===== config.mk =====
export PLATFORM = sky130hd
export DESIGN_NAME = rgb2raw_12
export DESIGN_NICKNAME = d
export VERILOG_FILES = /design/src/rtl/rgb2raw_12.sv
export SDC_FILE = /design/constraint.sdc
export NUM_CORES = 1
export LEC_CHECK = 0
export CORE_ASPECT_RATIO = 0.5
export CORE_MARGIN = 10
export CORE_UTILIZATION = 53
export CTS_CLUSTER_DIAMETER = 40
export DETAILED_ROUTE_END_ITERATION = 6
export PLACE_DENSITY = 0.87
export SLEW_MARGIN = 25
export SYNTH_ARGS = -nofsm -noshare
export SYNTH_HDL_FRONTEND = slang
export SYNTH_SLANG_ARGS = --single-unit

===== constraint.sdc =====
create_clock -name clk -period 2.5 [get_ports clk]
set_input_delay 0.625 -clock clk [delete_from_list [all_inputs] [get_ports clk]]
set_output_delay 0.625 -clock clk [all_outputs]
set_load 0.005 [all_outputs]

===== src/rtl/rgb2raw_12.sv =====
// RGB888 stream to RAW12 RGGB Bayer mosaic, packed four pixels per 48-bit word
// with line/frame markers. Camera emulator / loopback source for the de-Bayer path.
module rgb2raw_12 #(
  parameter int unsigned LINE_LENGTH = 640,
  parameter int unsigned FRAME_LINES = 480,
  parameter bit          INV_RB      = 1'b0
) (
  input  logic        clk,
  input  logic        rst,
  input  logic [23:0] i_rgb_in,
  input  logic        i_rgb_valid,
  output logic        o_rgb_ready,
  output logic [47:0] o_raw_data,
  output logic        o_raw_valid,
  input  logic        i_raw_ready,
  output logic        o_raw_sol,
  output logic        o_raw_eol,
  output logic        o_raw_sof,
  output logic        o_raw_eof
);

  localparam int unsigned COL_W  = (LINE_LENGTH > 1) ? $clog2(LINE_LENGTH) : 1;
  localparam int unsigned LINE_W = (FRAME_LINES > 1) ? $clog2(FRAME_LINES) : 1;

  logic [COL_W-1:0]  r_col;
  logic [LINE_W-1:0] r_line;
  logic [35:0]       r_pack;
  logic [47:0]       r_data;
  logic              r_valid;
  logic              r_sol;
  logic              r_eol;
  logic              r_sof;
  logic              r_eof;

  logic              w_accept;
  logic              w_slot3;
  logic              w_col_last;
  logic              w_line_last;
  logic              w_sol;
  logic [7:0]        w_r8;
  logic [7:0]        w_b8;
  logic [7:0]        w_c8;
  logic [11:0]       w_v12;

  // Input stalls whenever a finished word is still waiting downstream.
  assign o_rgb_ready = ~(r_valid & ~i_raw_ready);
  assign w_accept    = i_rgb_valid & o_rgb_ready;

  assign w_slot3     = (r_col[1:0] == 2'd3);
  assign w_col_last  = (r_col == COL_W'(LINE_LENGTH - 1));
  assign w_line_last = (r_line == LINE_W'(FRAME_LINES - 1));
  assign w_sol       = ((r_col >> 2) == '0);

  assign w_r8 = INV_RB ? ~i_rgb_in[23:16] : i_rgb_in[23:16];
  assign w_b8 = INV_RB ? ~i_rgb_in[7:0]   : i_rgb_in[7:0];

  // RGGB site select from line/column parity.
  always_comb begin
    w_c8 = i_rgb_in[15:8];
    case ({r_line[0], r_col[0]})
      2'b00:   w_c8 = w_r8;
      2'b11:   w_c8 = w_b8;
      default: w_c8 = i_rgb_in[15:8];
    endcase
  end

  // MSB-nibble replication keeps full scale exact: 0x00->0x000, 0xFF->0xFFF.
  assign w_v12 = {w_c8, w_c8[7:4]};

  always_ff @(posedge clk) begin
    if (rst) begin
      r_col  <= '0;
      r_line <= '0;
    end else if (w_accept) begin
      r_col <= w_col_last ? '0 : r_col + COL_W'(1);
      if (w_col_last) begin
        r_line <= w_line_last ? '0 : r_line + LINE_W'(1);
      end
    end
  end

  // Slots 0-2 shift into the pack register; slot 3 completes and launches the word.
  always_ff @(posedge clk) begin
    if (rst) begin
      r_pack  <= '0;
      r_data  <= '0;
      r_valid <= 1'b0;
      r_sol   <= 1'b0;
      r_eol   <= 1'b0;
      r_sof   <= 1'b0;
      r_eof   <= 1'b0;
    end else begin
      if (w_accept && w_slot3) begin
        r_data  <= {r_pack, w_v12};
        r_valid <= 1'b1;
        r_sol   <= w_sol;
        r_eol   <= w_col_last;
        r_sof   <= w_sol & (r_line == '0);
        r_eof   <= w_col_last & w_line_last;
      end else begin
        if (w_accept) begin
          r_pack <= {r_pack[23:0], w_v12};
        end
        if (r_valid && i_raw_ready) begin
          r_valid <= 1'b0;
        end
      end
    end
  end

  assign o_raw_data  = r_data;
  assign o_raw_valid = r_valid;
  assign o_raw_sol   = r_sol;
  assign o_raw_eol   = r_eol;
  assign o_raw_sof   = r_sof;
  assign o_raw_eof   = r_eof;

endmodule


* Yosys cells after proc, flatten, opt, wreduce, memory -nomap -nowiden
Index checks and enable logic that the tools add are counted.
Cells by class: $add $sub $neg 2, eq/ne operators 4, multiplexer cells 5, bitwise logic cells 7, reduce and logical (&&, ||, !) cells 8
Operator list (count):
- case mux 8 bit (2 select lines) | 1
- adder 10 x 1 -> 10 bit (second input constant) | 1
- == test 10 bit (second input constant) | 1
- logical NOT 10 bit | 1
- 2-to-1 mux 10 bit | 1
- adder 9 x 1 -> 9 bit (second input constant) | 1
- == test 9 bit (second input constant) | 1
- logical NOT 9 bit | 1
- 2-to-1 mux 9 bit | 1
- bitwise AND 1 bit | 4
- == test 2 bit (second input constant) | 2
- AND reduction 2 bit | 2
- NOT 1 bit | 3
- logical AND 1 bit | 2
- logical NOT 2 bit | 1
- 2-to-1 mux 1 bit | 2
- nonzero test 2 bit | 1
Word-level totals: bits in registers 108, bits of input ports 28, output and inout port bits 54, logic and storage cells 35

* Depth between registers and ports, before layout
depth in word-level cells 7, gate-level depth with buffers 7

* Worst setup path after synthesis
No wires, ideal clock.
kind input -> register, start point input i_raw_ready, end point register r_col[9], setup time 0.080 ns, data arrival time 1.585 ns, required time 2.420 ns, slack 0.836 ns, stages 5, path buffers 1, cell sequence nand2b_2 > buf_4 > nand3_1 > or3_1 > a211oi_2
On the way: cells in the longest elaborated chain, start to end 4
RTL lines:
- start: declaration | RTL line 15 | input logic i_raw_ready,
- NOT 1 bit | RTL line 46 | assign o_rgb_ready = ~(r_valid & ~i_raw_ready);
- bitwise AND 1 bit | RTL line 46
- NOT 1 bit | RTL line 46
- named net o_rgb_ready | RTL line 12 | output logic o_rgb_ready,
- bitwise AND 1 bit | RTL line 47 | assign w_accept = i_rgb_valid & o_rgb_ready;
- end signal: assignment | RTL line 75 | r_col <= w_col_last ? '0 : r_col + COL_W'(1);
- end: declaration | RTL line 25 | logic [COL_W-1:0] r_col;
The timed path passes the listed nets, and every way through them passes these cells. A chain may end at the register's enable or synchronous reset.

* Final worst setup path
start point input i_raw_ready, end point output o_rgb_ready
On the way: cells in the longest elaborated chain, start to end 3
RTL lines (RTL line):
- NOT 1 bit | 46
- bitwise AND 1 bit | 46
- NOT 1 bit | 46
- end: declaration | 12
No other way between the ends.

==> results.sh <==
export IMPL_drive_gt1_share_pct=8.45
export IMPL_drt_iter0_drc=277
export IMPL_routedWlPerCell_um=15.0
export IMPL_num_fill_cells=490
export IMPL_synthArstFlopShare_pct=0
export IMPL_period_share_pct=92.1
export IMPL_overflow=0
export IMPL_syn_avg_cell_area_um2=7.99
export IMPL_critPathMaxFanout=2
export IMPL_endpoint_kind="output port"
export IMPL_fmax_mhz=435
export IMPL_synth_top_cell_area_share_pct=46.2
export IMPL_clk_pin_slew_ps=60
export IMPL_drc=0
export IMPL_setup_viol=0
export IMPL_clkLatencyLatePin_ps=340
export IMPL_setup_worst_path_class="input pin to output port"
export IMPL_crit_chain="clkdlybuf4s50_1 -> nand2b_2 -> clkdlybuf4s50_1"
export IMPL_core_um2=6210
export IMPL_synthesis_nets=467
export IMPL_pin_count=82
export IMPL_grtUsageTotal_pct=17.2
export IMPL_start_util_pct=55.8
export IMPL_grt_util_met3_pct=5.98
export IMPL_path_common_cell="clkdlybuf4s50_1"
export IMPL_grt_pass1_vias=3116
export IMPL_rsz0062_at_grt="false"
export IMPL_diodes=0
export IMPL_synthesis_area_um2=3470
export IMPL_maxCapViolCount=0
export IMPL_cts_setup_buffers=0
export IMPL_worstHoldPathType="register to register"
export IMPL_antenna_found_initial=0
export IMPL_fin_tns_setup_ps=0
export IMPL_cts_resized=0
export IMPL_netlist_top_cells_count="nand2_1 (128), dfxtp_1 (80), a21oi_1 (66), buf_4 (17), clkbuf_1 (14)"
export IMPL_place_gp_congestion=0.833
export IMPL_num_rows=20
export IMPL_grt_util_met1_pct=19.4
export IMPL_cts_path_max_buffers=2
export IMPL_hold_violations=0
export IMPL_cts_made_buffers=9
export IMPL_port_buffers=81
export IMPL_netlist_cell_type_count=44
export IMPL_p_per_area_nw_per_um2=627
export IMPL_place_detailed_hpwl_mm=6.20
export IMPL_worst_pin_slew_ps=449
export IMPL_dieWidth_um=134
export IMPL_period_minus_slack_ps=2300
export IMPL_die_area_um2=10400
export IMPL_cts_tree="done"
export IMPL_detail_route_wirelength_mm=8.79
export IMPL_synth_most_common_cell="nand2_1"
export IMPL_synth_area_top_cells="dfxtp_1 (46%), nand2_1 (14%), a21oi_1 (9.5%)"
export IMPL_cp_required_ps=1880
export IMPL_critPathSlowestCell="clkdlybuf4s50_1"
export IMPL_firstDrtPassIters=4
export IMPL_ys_seq_elements=80
export IMPL_vdd_drop_max_mv=0.451
export IMPL_synth_seq_area_share_pct=46.2
export IMPL_postCtsHoldBufs=0
export IMPL_finalMaxSlewViolations=0
export IMPL_syn_inst=434
export IMPL_grt_pass1_wl_mm=15.0
export IMPL_htreeDepth=3
export IMPL_cts_sinks=80
export IMPL_drt_antenna_violating_nets=0
export IMPL_status="complete, no violations"
export IMPL_met2_usage_pct=29.5
export IMPL_synth_edf_count=0
export IMPL_p_leak_uw=0.00155
export IMPL_viasPerCell=5.36
export IMPL_start_kind="input pin"
export IMPL_busiest_layer="met2"
export IMPL_cp_data_arrival_time_ps=1680
export IMPL_max_slew_margin_pct=70.0
export IMPL_fin_nets=525
export IMPL_ys_flop_type="dfxtp_1"
export IMPL_synth_top_area_cell="dfxtp_1"
export IMPL_vias=3135
export IMPL_clock_skew_ps=5.45
export IMPL_holdWs_ps=451
export IMPL_grt_max_degree=62
export IMPL_syn2layout_area_growth_pct=30.7
export IMPL_root_buffer="clkbuf_16"
export IMPL_slowest_delay_ps=500
export IMPL_die_h_um=77.2
export IMPL_yosysWarnings=0
## stage by stage
step	worst slack, ps	instances	total power (µW)	util, %	cell area (µm²)
2_1_floorplan	836	434	1440	-	3470
3_3_place_gp	183	569	1520	68.0	4220
3_5_place_dp	194	569	1530	68.0	4220
4_1_cts	190	585	2860	73.0	4530
5_1_grt	153	585	2930	73.0	4530
6_report	199	585	2840	73.0	4530
## where the power goes
| group | leakage, µW | switching (µW) | internal, µW | total (µW) |
|---|---|---|---|---|
| clock | 0.000149 | 535 | 803 | 1340 |
| combinational | 0.000753 | 100 | 83.6 | 184 |
| sequential | 0.000646 | 19.6 | 1300 | 1320 |
| total | 0.00155 | 655 | 2180 | 2840 |
## flip-flops by register name (all words and copies together) (netlist names)
| signal | cells |
|---|---|
| o_raw_sof | 1 |
| o_raw_eof | 1 |
| r_pack | 24 |
| o_raw_data | 32 |
| r_col | 10 |
| o_raw_eol | 1 |
| o_raw_valid | 1 |
| o_raw_sol | 1 |
| r_line | 9 |
## final timing paths
| check | startpoint | slack (ps) | cells past startpoint | end |
|---|---|---|---|---|
| worst min-delay path | r_pack[27] | 450 | 2 | o_raw_data[39] |
| worst min register to register | r_pack[27] | 450 | 2 | o_raw_data[39] |
| worst max-delay path | i_raw_ready | 200 | 3 | o_rgb_ready |
| worst max register to register | r_line[0] | 740 | 5 | r_line[7] |
## cell type report
class | instances | area [µm²] | area share, %
Sequential cell | 80 | 1600 | 35.4
Multi-Input combinational cell | 302 | 1580 | 34.9
Timing Repair Buffer | 92 | 901 | 19.9
Clock buffer | 10 | 239 | 5.28
Tap cell | 88 | 110 | 2.43
Clock inverter | 6 | 68.8 | 1.52
Inverter | 7 | 26.3 | 0.580
## logic make-up (layout without fill, tap and decap cells)
family | count (synthesis) | count (layout) | synth area share (%)
AOI/OAI and AO/OA | 98 | 98 | 16.0
xor gates and xnor gates | 7 | 7 | 1.77
adders and majority gates | 5 | 5 | 1.81
buffers and inverters | 52 | 115 | 8.12
DFF | 80 | 80 | 46.2
muxes | 2 | 2 | 0.614
and+or+nand+nor | 190 | 190 | 25.5
## critical path: cells and delay by family
family | cells | cell delay, ps
simple gates | 1 | 110
buf+inv | 2 | 940
## layer usage
layer | up-vias | share of wire, %
met5 | - | 0
met1 | 1470 | 41
met4 | 0 | 1.7
li1 | 1572 | -
met2 | 77 | 52
met3 | 16 | 5.8
## layout by cell type (no fill, tap or decap), types with 8 or more instances in the layout
cell / count
dfxtp_1: 80
nor3_1: 9
clkbuf_16: 9
nand2_1: 128
a22oi_1: 8
buf_4: 10
nand4_1: 9
nor2_1: 12
a21oi_1: 66
clkdlybuf4s50_1: 80
o21ai_0: 12
Note: power is estimated with default switching activity, not from simulation.
